### config.mk
export PLATFORM = sky130hd
export DESIGN_NAME = fma_post
export DESIGN_NICKNAME = d
export VERILOG_FILES = /design/src/rtl/fma_pkg.sv /design/src/rtl/fma_pack.sv /design/src/rtl/fma_post.sv
export SDC_FILE = /design/constraint.sdc
export NUM_CORES = 1
export LEC_CHECK = 0
export ABC_AREA = 1
export ABC_CLOCK_PERIOD_IN_PS = 2000
export BUFFER_PORTS_ARGS = -buffer_cell sky130_fd_sc_hd__buf_2
export CAP_MARGIN = 25
export CORE_MARGIN = 2
export CORE_UTILIZATION = 53
export DETAILED_ROUTE_END_ITERATION = 8
export PLACE_DENSITY = 0.79
export SLEW_MARGIN = 20
export SYNTH_ARGS = -nofsm -noshare
export SYNTH_HDL_FRONTEND = slang
export SYNTH_SLANG_ARGS = --single-unit
### constraint.sdc
create_clock -name clk -period 2 [get_ports clk]
set_clock_uncertainty 0.15 [all_clocks]
set_input_delay 0.1 -clock clk [delete_from_list [all_inputs] [get_ports clk]]
set_output_delay 0.1 -clock clk [all_outputs]
set_load 0.005 [all_outputs]
### src/rtl/fma_pkg.sv
// Shared types and constants for the FMA post-round stage (result kinds, flag indices, canonical NaN).
// Widths come from `NE/`NF and default to fma16 (5/10) when no shared header has set them.
`ifndef NE
`define NE 5
`endif
`ifndef NF
`define NF 10
`endif

package fma_pkg;
    localparam int RW = `NE + `NF + 1;

    typedef enum logic [1:0] {
        K_NORMAL = 2'd0,
        K_QNAN   = 2'd1,
        K_INF    = 2'd2,
        K_ZERO   = 2'd3
    } kind_e;

    localparam int FLG_NV = 3;
    localparam int FLG_OF = 2;
    localparam int FLG_UF = 1;
    localparam int FLG_NX = 0;

    // Positive quiet NaN: exponent all-ones, only the fraction MSB set.
    localparam logic [RW-1:0] QNAN_C = {1'b0, {`NE{1'b1}}, 1'b1, {(`NF-1){1'b0}}};

    typedef struct packed {
        logic [RW-1:0] result;
        logic [3:0]    flags;
    } entry_t;
endpackage

### src/rtl/fma_pack.sv
// Combinational packing of rounded fields into an IEEE word plus {NV,OF,UF,NX} flags.
// Latency 0; no flow control of its own.
`ifndef NE
`define NE 5
`endif
`ifndef NF
`define NF 10
`endif

module fma_pack
    import fma_pkg::*;
(
    input  logic [1:0]    kind_i,
    input  logic          sign_i,
    input  logic [`NE-1:0] exp_i,
    input  logic [`NF-1:0] fract_i,
    input  logic          round_overflow_i,
    input  logic          inexact_i,
    input  logic          underflow_i,
    input  logic          invalid_i,
    output logic [RW-1:0] result_o,
    output logic [3:0]    flags_o
);
    always_comb begin
        result_o         = {sign_i, exp_i, fract_i};
        flags_o          = '0;
        flags_o[FLG_NV]  = invalid_i;
        flags_o[FLG_OF]  = round_overflow_i;
        flags_o[FLG_UF]  = underflow_i & inexact_i;
        flags_o[FLG_NX]  = inexact_i | round_overflow_i;
        case (kind_e'(kind_i))
            K_QNAN: begin
                // A NaN result carries only the invalid indication.
                result_o        = QNAN_C;
                flags_o[FLG_OF] = 1'b0;
                flags_o[FLG_UF] = 1'b0;
                flags_o[FLG_NX] = 1'b0;
            end
            K_INF:   result_o = {sign_i, {`NE{1'b1}}, {`NF{1'b0}}};
            K_ZERO:  result_o = {sign_i, {`NE{1'b0}}, {`NF{1'b0}}};
            default: result_o = {sign_i, exp_i, fract_i};
        endcase
    end
endmodule

### src/rtl/fma_post.sv
// FMA post-round stage: pack + 2-entry in-order output buffer; optional sticky flags via FMA_FLAG_ACCUM_EN.
// Latency 1 cycle from input transfer to out_valid when empty; in_ready drops only when both entries are full.
`ifndef NE
`define NE 5
`endif
`ifndef NF
`define NF 10
`endif

module fma_post
    import fma_pkg::*;
(
    input  logic           clk,
    input  logic           reset_n,
    input  logic           in_valid,
    output logic           in_ready,
    input  logic [1:0]     in_kind,
    input  logic           r_sign,
    input  logic [`NE-1:0] r_exp,
    input  logic [`NF-1:0] r_fract,
    input  logic           round_overflow,
    input  logic           inexact,
    input  logic           underflow,
    input  logic           invalid,
    output logic           out_valid,
    input  logic           out_ready,
    output logic [RW-1:0]  result,
    output logic [3:0]     flags,
    output logic [3:0]     fflags,
    input  logic           fflags_clr
);
    logic [RW-1:0] pk_result;
    logic [3:0]    pk_flags;

    fma_pack u_pack (
        .kind_i           (in_kind),
        .sign_i           (r_sign),
        .exp_i            (r_exp),
        .fract_i          (r_fract),
        .round_overflow_i (round_overflow),
        .inexact_i        (inexact),
        .underflow_i      (underflow),
        .invalid_i        (invalid),
        .result_o         (pk_result),
        .flags_o          (pk_flags)
    );

    entry_t     mem_q [2];
    logic       wr_q;
    logic       rd_q;
    logic [1:0] cnt_q;
    logic       push;
    logic       pop;

    // in_ready depends on registered occupancy only, so out_ready never reaches it.
    assign in_ready  = (cnt_q != 2'd2);
    assign out_valid = (cnt_q != 2'd0);
    assign push      = in_valid & in_ready;
    assign pop       = out_valid & out_ready;
    assign result    = mem_q[rd_q].result;
    assign flags     = mem_q[rd_q].flags;

    always_ff @(posedge clk or negedge reset_n) begin
        if (!reset_n) begin
            mem_q[0] <= '0;
            mem_q[1] <= '0;
            wr_q     <= 1'b0;
            rd_q     <= 1'b0;
            cnt_q    <= 2'd0;
        end else begin
            if (push) begin
                mem_q[wr_q] <= '{result: pk_result, flags: pk_flags};
                wr_q        <= ~wr_q;
            end
            if (pop) rd_q <= ~rd_q;
            case ({push, pop})
                2'b10:   cnt_q <= cnt_q + 2'd1;
                2'b01:   cnt_q <= cnt_q - 2'd1;
                default: cnt_q <= cnt_q;
            endcase
        end
    end

`ifdef FMA_FLAG_ACCUM_EN
    logic [3:0] fflags_q;

    always_ff @(posedge clk or negedge reset_n) begin
        if (!reset_n) begin
            fflags_q <= '0;
        end else if (fflags_clr) begin
            fflags_q <= pop ? flags : 4'b0000;
        end else if (pop) begin
            fflags_q <= fflags_q | flags;
        end
    end

    assign fflags = fflags_q;
`else
    logic unused_fflags_clr;
    assign unused_fflags_clr = fflags_clr;
    assign fflags            = 4'b0000;
`endif
endmodule

==> qor.csv <==
metric,value,unit
Peak VDD IR,0.000804,V
synthesis-to-finish area growth,26.8,%
Placement Setup Slack,0.411,ns
Final Slew Violations,0,
Syn Area/Cell,7.90,µm²
final worst-path setup slack,0.353,ns
"count leader, synth",nand2_1,
CP Class,flop to output port,
H-tree level count,2,
Worst Path Max Fanout,15,
Clock Latency Late Sink,0.29,ns
number of I/O port buffers,47,
RSZ-0062 raised after global routing,no,
initial antenna violation count,0,
max frequency,607,MHz
final worst path period share,0.823,
CTS tree,built,
FILL cells,328,
final hold vios,0,
status,"complete, no violations",
dominant cells by area after synthesis,"dfrtp_1 50%, nand2_1 27%, o21ai_1 5.3%",
via count,1892,
DR vias/cell,4.80,
Worst EP required,1.75,ns
Inserted Clock Buffers,5,
synth warn,0,
MaxCap Viol Count,0,
Hold Path Class,input pin to flop,
post-detail-place hpwl,3000,µm
I/O pin count,53,
count of state elements after synthesis,44,
post-route cell area,2770,µm²
"Seq/Total Area, Yosys",0.503,
Tmin final,1.65,ns
Critical Path End Type,output port,
Root Driver,clkbuf_8,
first-pass GRT wire length,7540,µm
Worst setup SP type,flop,
post-synth top area share,0.503,
Slew HR,0.657,
Fin Setup TNS,0,ns
Post-synth EDFFs,0,
share of layout cells above drive strength 1,0.203,
"Data arrival, critical path",1.40,ns
Synth area leader,dfrtp_1,
DR iter-0 viols,117,
most common library cells after synthesis,"157 x nand2_1, 44 x dfrtp_1, 23 x o21ai_1",
met2 GRT Util,0.383,
GR peak layer,met2,
clock-pin transition on the worst setup and hold timing paths,0.08,ns
Post-CTS Resized,0,
met3 Resource Use GR,0.0477,
endpoints failing setup,0,
LEAKAGE,1.52,nW
Total GRT Usage,0.224,
Cell variety after synth,25,
vias in the first global route,1740,
Post-layout nets,376,
Placed Area,2430,µm²
synthesized instance count,277,
Detail Route Antenna Nets,0,
fraction of registers with async set/reset,1.00,
worst slew pin tran,0.514,ns
final wirelength,4660,µm
ys flop type,dfrtp_1,
Final Util,0.693,
core area,4000,µm²
initial core utilization,0.547,
Hold Slack,0.0128,ns
CTS Buffer Depth,2,
DRC Markers,0,
Ant. Diodes,0,
GRT met1 Usage,0.275,
P per Cell Area,1360,nW/µm²
largest net degree at the start of global routing,35,
DIE WIDTH,68.2,µm
die height,68.2,µm
mapped cell area,2190,µm²
"Remaining Overflow, GRT",0,
routability congestion estimate,0.785,
row count,23,
wire per inst,11.8,µm
TritonCTS sink count,44,
full die area,4660,µm²
Pre-Repair DR Iteration Count,4,
==> flip-flops by register name (all words and copies together) (netlist names) <==
signal	flops
rd_q	1
cnt_q	2
mem_q	40
wr_q	1
==> metal layers <==
metal | vias up | share of wire
met1 | 858 | 0.46
met5 | - | 0
met2 | 47 | 0.48
li1 | 980 | -
met3 | 7 | 0.046
met4 | 0 | 0.019
==> cell usage in the layout, fill, tap and decap left out, drive strengths merged <==
cell / instances
nand2: 159
buf: 52
dfrtp: 44
o21ai: 28
dlygate4sd3: 21
inv: 12
ha: 5
clkbuf: 5
conb: 4
nand3: 4
nor2: 3
bufinv: 2
xnor2: 1
a21boi: 1
xor2: 1
or2: 1
nand4: 1
==> cells by family (layout without fill, tap and decap cells) <==
| kind of cell | Yosys count | after routing | share of synthesized area |
|---|---|---|---|
| other | 1 | 4 | 0.00171 |
| adder cells (fa/ha/maj) | 5 | 5 | 0.0286 |
| XOR/XNOR | 2 | 2 | 0.00801 |
| buffers and inverters | 28 | 92 | 0.0658 |
| AO/OA/AOI/OAI | 29 | 29 | 0.0727 |
| flip-flops | 44 | 44 | 0.503 |
| AND/OR/NAND/NOR | 168 | 168 | 0.320 |
==> per-stage QoR <==
stage                     power (W)  std cells
after floorplan             0.00249        280
after global placement      0.00292        366
after detailed placement    0.00297        366
after CTS                   0.00380        394
after global routing        0.00410        394
final                       0.00376        394
==> final cells by class <==
cell class / count / area (µm²) / area share
clock buffers: 5 / 68.8 / 0.0248
clock inverters: 2 / 60.1 / 0.0217
inverters: 12 / 45.0 / 0.0162
multi-input cells: 208 / 953 / 0.344
flip-flops and latches: 44 / 1100 / 0.397
well taps: 50 / 62.6 / 0.0226
repair buffers: 73 / 483 / 0.174
==> worst paths after layout <==
check,from,to,slack (ns),depth (start not counted)
min in group asynchronous,reset_n,mem_q[16]$_DFFE_PN0P_,0.17,2
min,r_fract[9],mem_q[33]$_DFFE_PN0P_,0.01,5
min reg2reg,mem_q[33]$_DFFE_PN0P_,mem_q[33]$_DFFE_PN0P_,0.33,2
max,rd_q$_DFFE_PN0P_,result[9],0.35,5
max in group asynchronous,reset_n,mem_q[30]$_DFFE_PN0P_,0.91,3
max reg2reg,cnt_q[1]$_DFFE_PN0P_,cnt_q[1]$_DFFE_PN0P_,0.42,9
==> worst max-delay path, cell delays in order (launching register included) <==
cell	delay, ns
dfrtp_1	0.39
inv_1	0.19
buf_4	0.26
nand2_1	0.07
nand2_1	0.08
buf_2	0.11
==> report_power, final <==
| part | total, W | switching [W] | internal [W] |
|---|---|---|---|
| Clock | 0.000777 | 0.000285 | 0.000491 |
| Sequential | 0.00149 | 0.000227 | 0.00126 |
| Combinational | 0.00150 | 0.000896 | 0.000603 |
==> repair_timing <==
item                                    in CTS  in global routing
endpoints found under the hold margin       56                  0
hold buffers                                21                  0
buffers inserted                             0                  0
endpoints found under the setup margin       0                  0
No activity file was read; power rests on OpenSTA's default activity.
